## src/rtl/mmio_uart_tx_fifo_if.sv

```systemverilog
// Core data-bus view of the memory-mapped UART transmitter.
// master = core load/store port, slave = peripheral.
interface mmio_uart_tx_fifo_if;
    logic [31:0] mem_address;
    logic        mem_write;
    logic        mem_read;
    logic [31:0] mem_data_to_mem;
    logic [31:0] mem_data_from_periph;
    logic        periph_sel;

    modport master (
        output mem_address, mem_write, mem_read, mem_data_to_mem,
        input  mem_data_from_periph, periph_sel
    );
    modport slave (
        input  mem_address, mem_write, mem_read, mem_data_to_mem,
        output mem_data_from_periph, periph_sel
    );
endinterface

```

## src/rtl/mmio_uart_tx_fifo.sv

```systemverilog
// Buffered UART transmitter with its own 16-byte register window:
// TXDATA / STATUS / BAUD_DIV / CTRL, FIFO in front of a framed serialiser.
module mmio_uart_tx_fifo #(
    parameter logic [31:0] BASE_ADDR   = 32'h0000_4000,
    parameter int          FIFO_DEPTH  = 16,
    parameter logic [15:0] DEFAULT_DIV = 16'd434
) (
    input  logic               clk,
    input  logic               rst,
    mmio_uart_tx_fifo_if.slave bus,
    output logic               uart_tx
);
    localparam int AW = $clog2(FIFO_DEPTH);
    localparam logic [AW:0] DEPTH_C = FIFO_DEPTH[AW:0];

    typedef enum logic [2:0] {IDLE, START, DATA, PARITY, STOP} state_e;

    logic        hit, wr_en, push, push_ok, reject, w1c, pop;
    logic [1:0]  offset;
    logic [31:0] wdata, rdata;

    assign hit    = (bus.mem_address[31:4] == BASE_ADDR[31:4]);
    assign offset = bus.mem_address[3:2];
    assign wdata  = bus.mem_data_to_mem;
    assign wr_en  = hit && bus.mem_write;
    assign push   = wr_en && (offset == 2'd0);
    assign w1c    = wr_en && (offset == 2'd1) && wdata[3];
    assign bus.periph_sel = hit;

    logic unused_bits;
    assign unused_bits = ^{wdata[31:16], bus.mem_address[1:0]};

    // FIFO storage and bookkeeping
    logic [7:0]    mem_q [FIFO_DEPTH];
    logic [AW-1:0] wptr_q, rptr_q;
    logic [AW:0]   count_q;
    logic          ovf_q, ovf_d, full, empty;
    logic [15:0]   div_q, div_eff;
    logic [3:0]    ctrl_q;
    logic [7:0]    head;

    assign full    = (count_q == DEPTH_C);
    assign empty   = (count_q == '0);
    assign push_ok = push && (!full || pop);
    assign reject  = push && !push_ok;
    assign div_eff = (div_q == 16'd0) ? 16'd1 : div_q;
    assign head    = mem_q[rptr_q];

    // A rejected push wins over a simultaneous clear.
    always_comb begin
        ovf_d = ovf_q;
        if (w1c)    ovf_d = 1'b0;
        if (reject) ovf_d = 1'b1;
    end

    always_ff @(posedge clk) begin
        if (!rst) begin
            wptr_q  <= '0;
            rptr_q  <= '0;
            count_q <= '0;
            ovf_q   <= 1'b0;
            div_q   <= DEFAULT_DIV;
            ctrl_q  <= 4'b0001;
        end else begin
            if (push_ok) wptr_q <= wptr_q + 1'b1;
            if (pop)     rptr_q <= rptr_q + 1'b1;
            if (push_ok && !pop)      count_q <= count_q + 1'b1;
            else if (pop && !push_ok) count_q <= count_q - 1'b1;
            ovf_q <= ovf_d;
            if (wr_en && offset == 2'd2) div_q  <= wdata[15:0];
            if (wr_en && offset == 2'd3) ctrl_q <= wdata[3:0];
        end
    end

    always_ff @(posedge clk) begin
        if (push_ok) mem_q[wptr_q] <= wdata[7:0];
    end

    // Serialiser: frame settings are snapshotted at pop so mid-frame writes only hit later frames.
    state_e      state_q, state_d;
    logic [15:0] cnt_q, cnt_d, divf_q, divf_d;
    logic [7:0]  sh_q, sh_d;
    logic [2:0]  bit_q, bit_d;
    logic        par_q, par_d, pen_q, pen_d, two_q, two_d, stop2_q, stop2_d;
    logic        tx_q, tx_d, bit_end, can_start;

    assign bit_end   = (cnt_q == 16'd0);
    assign can_start = ctrl_q[0] && !empty;

    always_comb begin
        state_d = state_q;
        cnt_d   = cnt_q - 16'd1;
        divf_d  = divf_q;
        sh_d    = sh_q;
        bit_d   = bit_q;
        par_d   = par_q;
        pen_d   = pen_q;
        two_d   = two_q;
        stop2_d = stop2_q;
        pop     = 1'b0;
        case (state_q)
            IDLE: begin
                cnt_d = cnt_q;
                pop   = can_start;
            end
            START: if (bit_end) begin
                state_d = DATA;
                cnt_d   = divf_q - 16'd1;
                bit_d   = 3'd0;
            end
            DATA: if (bit_end) begin
                cnt_d = divf_q - 16'd1;
                if (bit_q == 3'd7) begin
                    state_d = pen_q ? PARITY : STOP;
                end else begin
                    bit_d = bit_q + 3'd1;
                    sh_d  = sh_q >> 1;
                end
            end
            PARITY: if (bit_end) begin
                state_d = STOP;
                cnt_d   = divf_q - 16'd1;
            end
            STOP: if (bit_end) begin
                if (two_q && !stop2_q) begin
                    stop2_d = 1'b1;
                    cnt_d   = divf_q - 16'd1;
                end else if (can_start) begin
                    pop = 1'b1;
                end else begin
                    state_d = IDLE;
                end
            end
            default: state_d = IDLE;
        endcase
        if (pop) begin
            state_d = START;
            sh_d    = head;
            divf_d  = div_eff;
            cnt_d   = div_eff - 16'd1;
            pen_d   = ctrl_q[1];
            two_d   = ctrl_q[3];
            par_d   = (^head) ^ ctrl_q[2];
            stop2_d = 1'b0;
        end
        case (state_d)
            START:   tx_d = 1'b0;
            DATA:    tx_d = sh_d[0];
            PARITY:  tx_d = par_d;
            default: tx_d = 1'b1;
        endcase
    end

    always_ff @(posedge clk) begin
        if (!rst) begin
            state_q <= IDLE;
            cnt_q   <= '0;
            divf_q  <= 16'd1;
            sh_q    <= '0;
            bit_q   <= '0;
            par_q   <= 1'b0;
            pen_q   <= 1'b0;
            two_q   <= 1'b0;
            stop2_q <= 1'b0;
            tx_q    <= 1'b1;
        end else begin
            state_q <= state_d;
            cnt_q   <= cnt_d;
            divf_q  <= divf_d;
            sh_q    <= sh_d;
            bit_q   <= bit_d;
            par_q   <= par_d;
            pen_q   <= pen_d;
            two_q   <= two_d;
            stop2_q <= stop2_d;
            tx_q    <= tx_d;
        end
    end

    assign uart_tx = tx_q;

    // Count field is 8 bits wide; only a 256-deep FIFO can exceed it.
    logic [8:0] cnt9;
    logic [7:0] cnt8;
    assign cnt9 = 9'(count_q);
    assign cnt8 = cnt9[8] ? 8'hFF : cnt9[7:0];

    always_comb begin
        rdata = 32'h0;
        if (hit && bus.mem_read) begin
            case (offset)
                2'd1:    rdata = {16'h0, cnt8, 4'h0, ovf_q, (state_q != IDLE), empty, full};
                2'd2:    rdata = {16'h0, div_q};
                2'd3:    rdata = {28'h0, ctrl_q};
                default: rdata = 32'h0;
            endcase
        end
    end
    assign bus.mem_data_from_periph = rdata;
endmodule

```

## src/flat_wrapper.sv

```systemverilog
// flat-port wrapper written by rule: the top's interface ports become plain ports
module mmio_uart_tx_fifo_flat 
#(
    parameter logic [31:0] BASE_ADDR   = 32'h0000_4000,
    parameter int          FIFO_DEPTH  = 16,
    parameter logic [15:0] DEFAULT_DIV = 16'd434
)
  (clk, rst, uart_tx, bus_mem_address, bus_mem_write, bus_mem_read, bus_mem_data_to_mem, bus_mem_data_from_periph, bus_periph_sel);
  mmio_uart_tx_fifo_if bus_i ();
  input  logic clk;
  input  logic rst;
  output logic uart_tx;
  input wire logic [$bits(bus_i.mem_address)-1:0] bus_mem_address;
  input wire logic [$bits(bus_i.mem_write)-1:0] bus_mem_write;
  input wire logic [$bits(bus_i.mem_read)-1:0] bus_mem_read;
  input wire logic [$bits(bus_i.mem_data_to_mem)-1:0] bus_mem_data_to_mem;
  output wire logic [$bits(bus_i.mem_data_from_periph)-1:0] bus_mem_data_from_periph;
  output wire logic [$bits(bus_i.periph_sel)-1:0] bus_periph_sel;
  assign bus_i.mem_address = bus_mem_address;
  assign bus_i.mem_write = bus_mem_write;
  assign bus_i.mem_read = bus_mem_read;
  assign bus_i.mem_data_to_mem = bus_mem_data_to_mem;
  assign bus_mem_data_from_periph = bus_i.mem_data_from_periph;
  assign bus_periph_sel = bus_i.periph_sel;
  mmio_uart_tx_fifo #(.BASE_ADDR(BASE_ADDR), .FIFO_DEPTH(FIFO_DEPTH), .DEFAULT_DIV(DEFAULT_DIV)) u_core (.clk(clk), .rst(rst), .bus(bus_i), .uart_tx(uart_tx));
endmodule
```

## config.mk

```make
export PLATFORM = sky130hd
export DESIGN_NAME = mmio_uart_tx_fifo_flat
export DESIGN_NICKNAME = d
export VERILOG_FILES = /design/src/rtl/mmio_uart_tx_fifo_if.sv /design/src/rtl/mmio_uart_tx_fifo.sv /design/src/flat_wrapper.sv
export SDC_FILE = /design/constraint.sdc
export NUM_CORES = 1
export LEC_CHECK = 0
export ABC_AREA = 1
export CORE_AREA = 3 3 148 150
export DETAILED_ROUTE_END_ITERATION = 8
export DIE_AREA = 0 0 151 153
export GPL_ROUTABILITY_DRIVEN = 0
export GPL_TIMING_DRIVEN = 0
export PLACE_DENSITY = 0.74
export SLEW_MARGIN = 20
export SYNTH_ARGS = -nofsm -noshare
export SYNTH_HDL_FRONTEND = slang
export SYNTH_SLANG_ARGS = --single-unit
```

## constraint.sdc

```tcl
create_clock -name clk -period 9.15 [get_ports clk]
set_input_delay 2.2875 -clock clk [delete_from_list [all_inputs] [get_ports clk]]
set_output_delay 2.2875 -clock clk [all_outputs]
set_load 0.01 [all_outputs]
```

==> key figures <==
Run status
  • Status: finished clean

Finish
  • Share of layout cells above drive strength 1: 0.0854
  • Finished Core Util: 0.600
  • Area growth from synthesis to layout: 17.3%
  • Fin nets: 1450
  • Commonest non-fill, non-tap cell in the layout: nand2_1
  • Antenna fix cells: 0
  • Most frequent cells in the layout: nand2_1 (236), nor2_1 (178), inv_1 (135)

Drt
  • DRT Pass-1 Iters: 6
  • Wire per inst: 18.1 µm
  • Initial DRC Count: 983
  • Routed Antenna Nets: 0
  • Via density: 5.55
  • Drt total wl: 30000 µm
  • Drt drc: 0
  • Routed via count: 9198

Die
  • Core box area: 0.0208 mm²
  • Chip height: 153 µm
  • # rows: 53
  • Ports: 102
  • Die W: 151 µm
  • Starting Density: 0.512
  • Die ar.: 0.0231 mm²

Hold path
  • Hold Path End: u_core.stop2_q
  • Hold-critical path depth: 2
  • Type of the tightest min-delay check: flop to flop
  • Critical hold path startpoint: u_core.stop2_q

Synthesis
  • Synth Warn #: 0
  • Syn Inst Count: 1259
  • Seq/Total Area, Yosys: 0.528
  • Synth top area cells: edfxtp_1 (36%), dfxtp_1 (17%), nand2_1 (8.3%), nor2_1 (6.3%), inv_1 (4.8%)
  • Synth top area share: 0.361
  • Cell area after synthesis: 0.0107 mm²
  • Post-synth cell types: 43
  • Post-synthesis cell type with the largest combined area: edfxtp_1
  • Flops & latches, synth: 217
  • Synth Area per Inst: 8.46 µm²

Setup path
  • Critical path startpoint category: input port
  • R2R Setup Slk: 5.68 ns
  • Crit-path max FO: 10
  • Crit path DAT: 4.74 ns
  • R2R Path Start: u_core.cnt_q[0]
  • Worst Setup End Kind: output pin
  • R2R depth: 22
  • Reg2reg end: u_core.count_q[4]
  • Data required, critical path: 6.86 ns
  • CP Class: input port to output pin

Clock network
  • Postcts setup bufs: 0
  • CTS tree: done
  • Reg clk slew, reported paths: 0.06 ns
  • Number of buffers created by CTS: 23
  • # H-tree levels: 1
  • Post-CTS Resized: 0
  • CTS Sinks: 217
  • Post-CTS Hold Buffers: 0
  • Clock buffer depth: 3
  • Clk_lat worst skew: 0.52 ns
  • Clock Tree Root: clkbuf_16

STA
  • Slew @ Worst Pin: 1.02 ns
  • Final worst path period share: 0.768
  • Period minus WS final: 7.03 ns
  • Final Setup Violations: 0
  • Clock Skew: 0.00776 ns
  • Max Slew Vio Count: 0
  • Max Clk Rate: 142 MHz
  • Sum of negative setup slack: 0 ns
  • Final count of hold timing violations: 0
  • Rel. slew slack: 0.315
  • Unrepaired setup endpoints after global routing: false

Global route
  • Largest net degree at the start of global routing: 20
  • GRT met2 Usage: 0.406
  • Aggregate global routing overflow: 0
  • Busiest grt layer: met2
  • GRT Total Usage: 0.258
  • Vias in the first global route: 8655
  • Global-route wire length before repair: 46500 µm
  • Initial antenna violation count: 0
  • Grt met1 use: 0.367
  • Met3 Usage GRT: 0.0451

Pwr
  • Leak: 4.99 nW
  • Internal: 0.00216 W
  • Gate power share: 0.371
  • PwrDens: 281 mW/mm²
  • Switch share: 0.386
  • Reg power frac: 0.352
  • Net Switching: 0.00136 W
  • Clock power share: 0.276
  • Worst VDD drop: 0.000187 V

Flow run
  • MaxCap Viol Count: 0

Placed design
  • Post-DP HPWL: 21400 µm
  • I/O Buffers: 66
[critical path: stages]
cell and delay, ns:
clkdlybuf4s50_1 0.40, nor4_1 0.29, nand3_1 0.20, nor3_4 0.21, nand2_1 0.23, clkbuf_1 0.28, a31oi_1 0.26, clkdlybuf4s50_1 0.58
[how the worst max path moves through the flow]
stage / from / end / slack [ns] / cells after the start
floorplan: bus_mem_address[13] / bus_mem_data_from_periph[14] / 3.30 / 7
global placement: bus_mem_address[25] / bus_mem_data_from_periph[3] / 2.13 / 8
detailed placement: bus_mem_address[20] / bus_mem_data_from_periph[3] / 2.12 / 8
CTS: bus_mem_address[25] / bus_mem_data_from_periph[3] / 2.11 / 8
global route: bus_mem_address[20] / bus_mem_data_from_periph[3] / 1.99 / 8
finish: bus_mem_address[25] / bus_mem_data_from_periph[3] / 2.12 / 8
[sequential cells by signal, indices dropped and copies added, names as in the netlist, 4 cells and up, named ones only]
name            flops
u_core.sh_q         8
u_core.divf_q      16
u_core.count_q      5
u_core.mem_q      128
u_core.rptr_q       4
u_core.div_q       16
u_core.ctrl_q       4
u_core.wptr_q       4
u_core.cnt_q       16
[power groups by stage]
stage	Combinational [W]	Sequential [W]	Clock, W
6_report	0.00131	0.00124	0.000972
5_1_grt	0.00144	0.00125	0.00102
4_1_cts	0.00128	0.00124	0.000973
3_5_place_dp	0.00127	0.00125	0
3_3_place_gp	0.00124	0.00125	0
2_1_floorplan	0.000897	0.00123	0
[cell type report]
cell class / count / area, µm²
Clock buffer: 30 / 642
Sequential cell: 217 / 5630
Multi-Input combinational cell: 841 / 4140
Timing Repair Buffer: 66 / 661
Fill cell: 1842 / 8320
Buffer: 66 / 382
Inverter: 150 / 563
Tap cell: 275 / 344
Clock inverter: 12 / 145
[layer usage]
layer / wire length, µm / part of all wire
met5: 0 / 0
met2: 13700 / 0.46
met3: 3030 / 0.10
met4: 808 / 0.027
met1: 12500 / 0.42
[cells in the mapped netlist, drive strengths merged]
cell / count
a211oi: 15
a21oi: 52
a221oi: 1
a22oi: 1
a31oi: 16
and2: 1
buf: 49
clkbuf: 17
conb: 1
dfxtp: 89
edfxtp: 128
fa: 1
ha: 16
inv: 150
nand2: 237
nand3: 96
nand3b: 2
nand4: 6
nor2: 185
nor3: 17
nor4: 11
o2111ai: 1
o211ai: 23
o21ai: 107
o221ai: 3
o22ai: 4
o31ai: 2
or2: 4
xnor2: 7
xor2: 17
[per-stage QoR]
step | instance area, µm² | cells | total power, W | setup slack (ns) | hold WS, ns
floorplan | 10700 | 1274 | 0.00213 | 3.30 | 0.427
global placement | 11700 | 1615 | 0.00249 | 2.13 | 0.440
detailed placement | 11700 | 1615 | 0.00252 | 2.12 | 0.443
CTS | 12500 | 1657 | 0.00349 | 2.11 | 0.453
global route | 12500 | 1657 | 0.00370 | 1.99 | 0.473
finish | 12500 | 1657 | 0.00352 | 2.12 | 0.452
[logic make-up after synthesis]
group | share of synthesized area
AND/OR/NAND/NOR | 0.223
buffers and inverters | 0.0887
flip-flops | 0.528
XOR/XNOR | 0.0197
adder cells (fa/ha/maj) | 0.0207
AO/OA/AOI/OAI | 0.120
other | 0.000352
No activity file was read; power rests on OpenSTA's default activity.
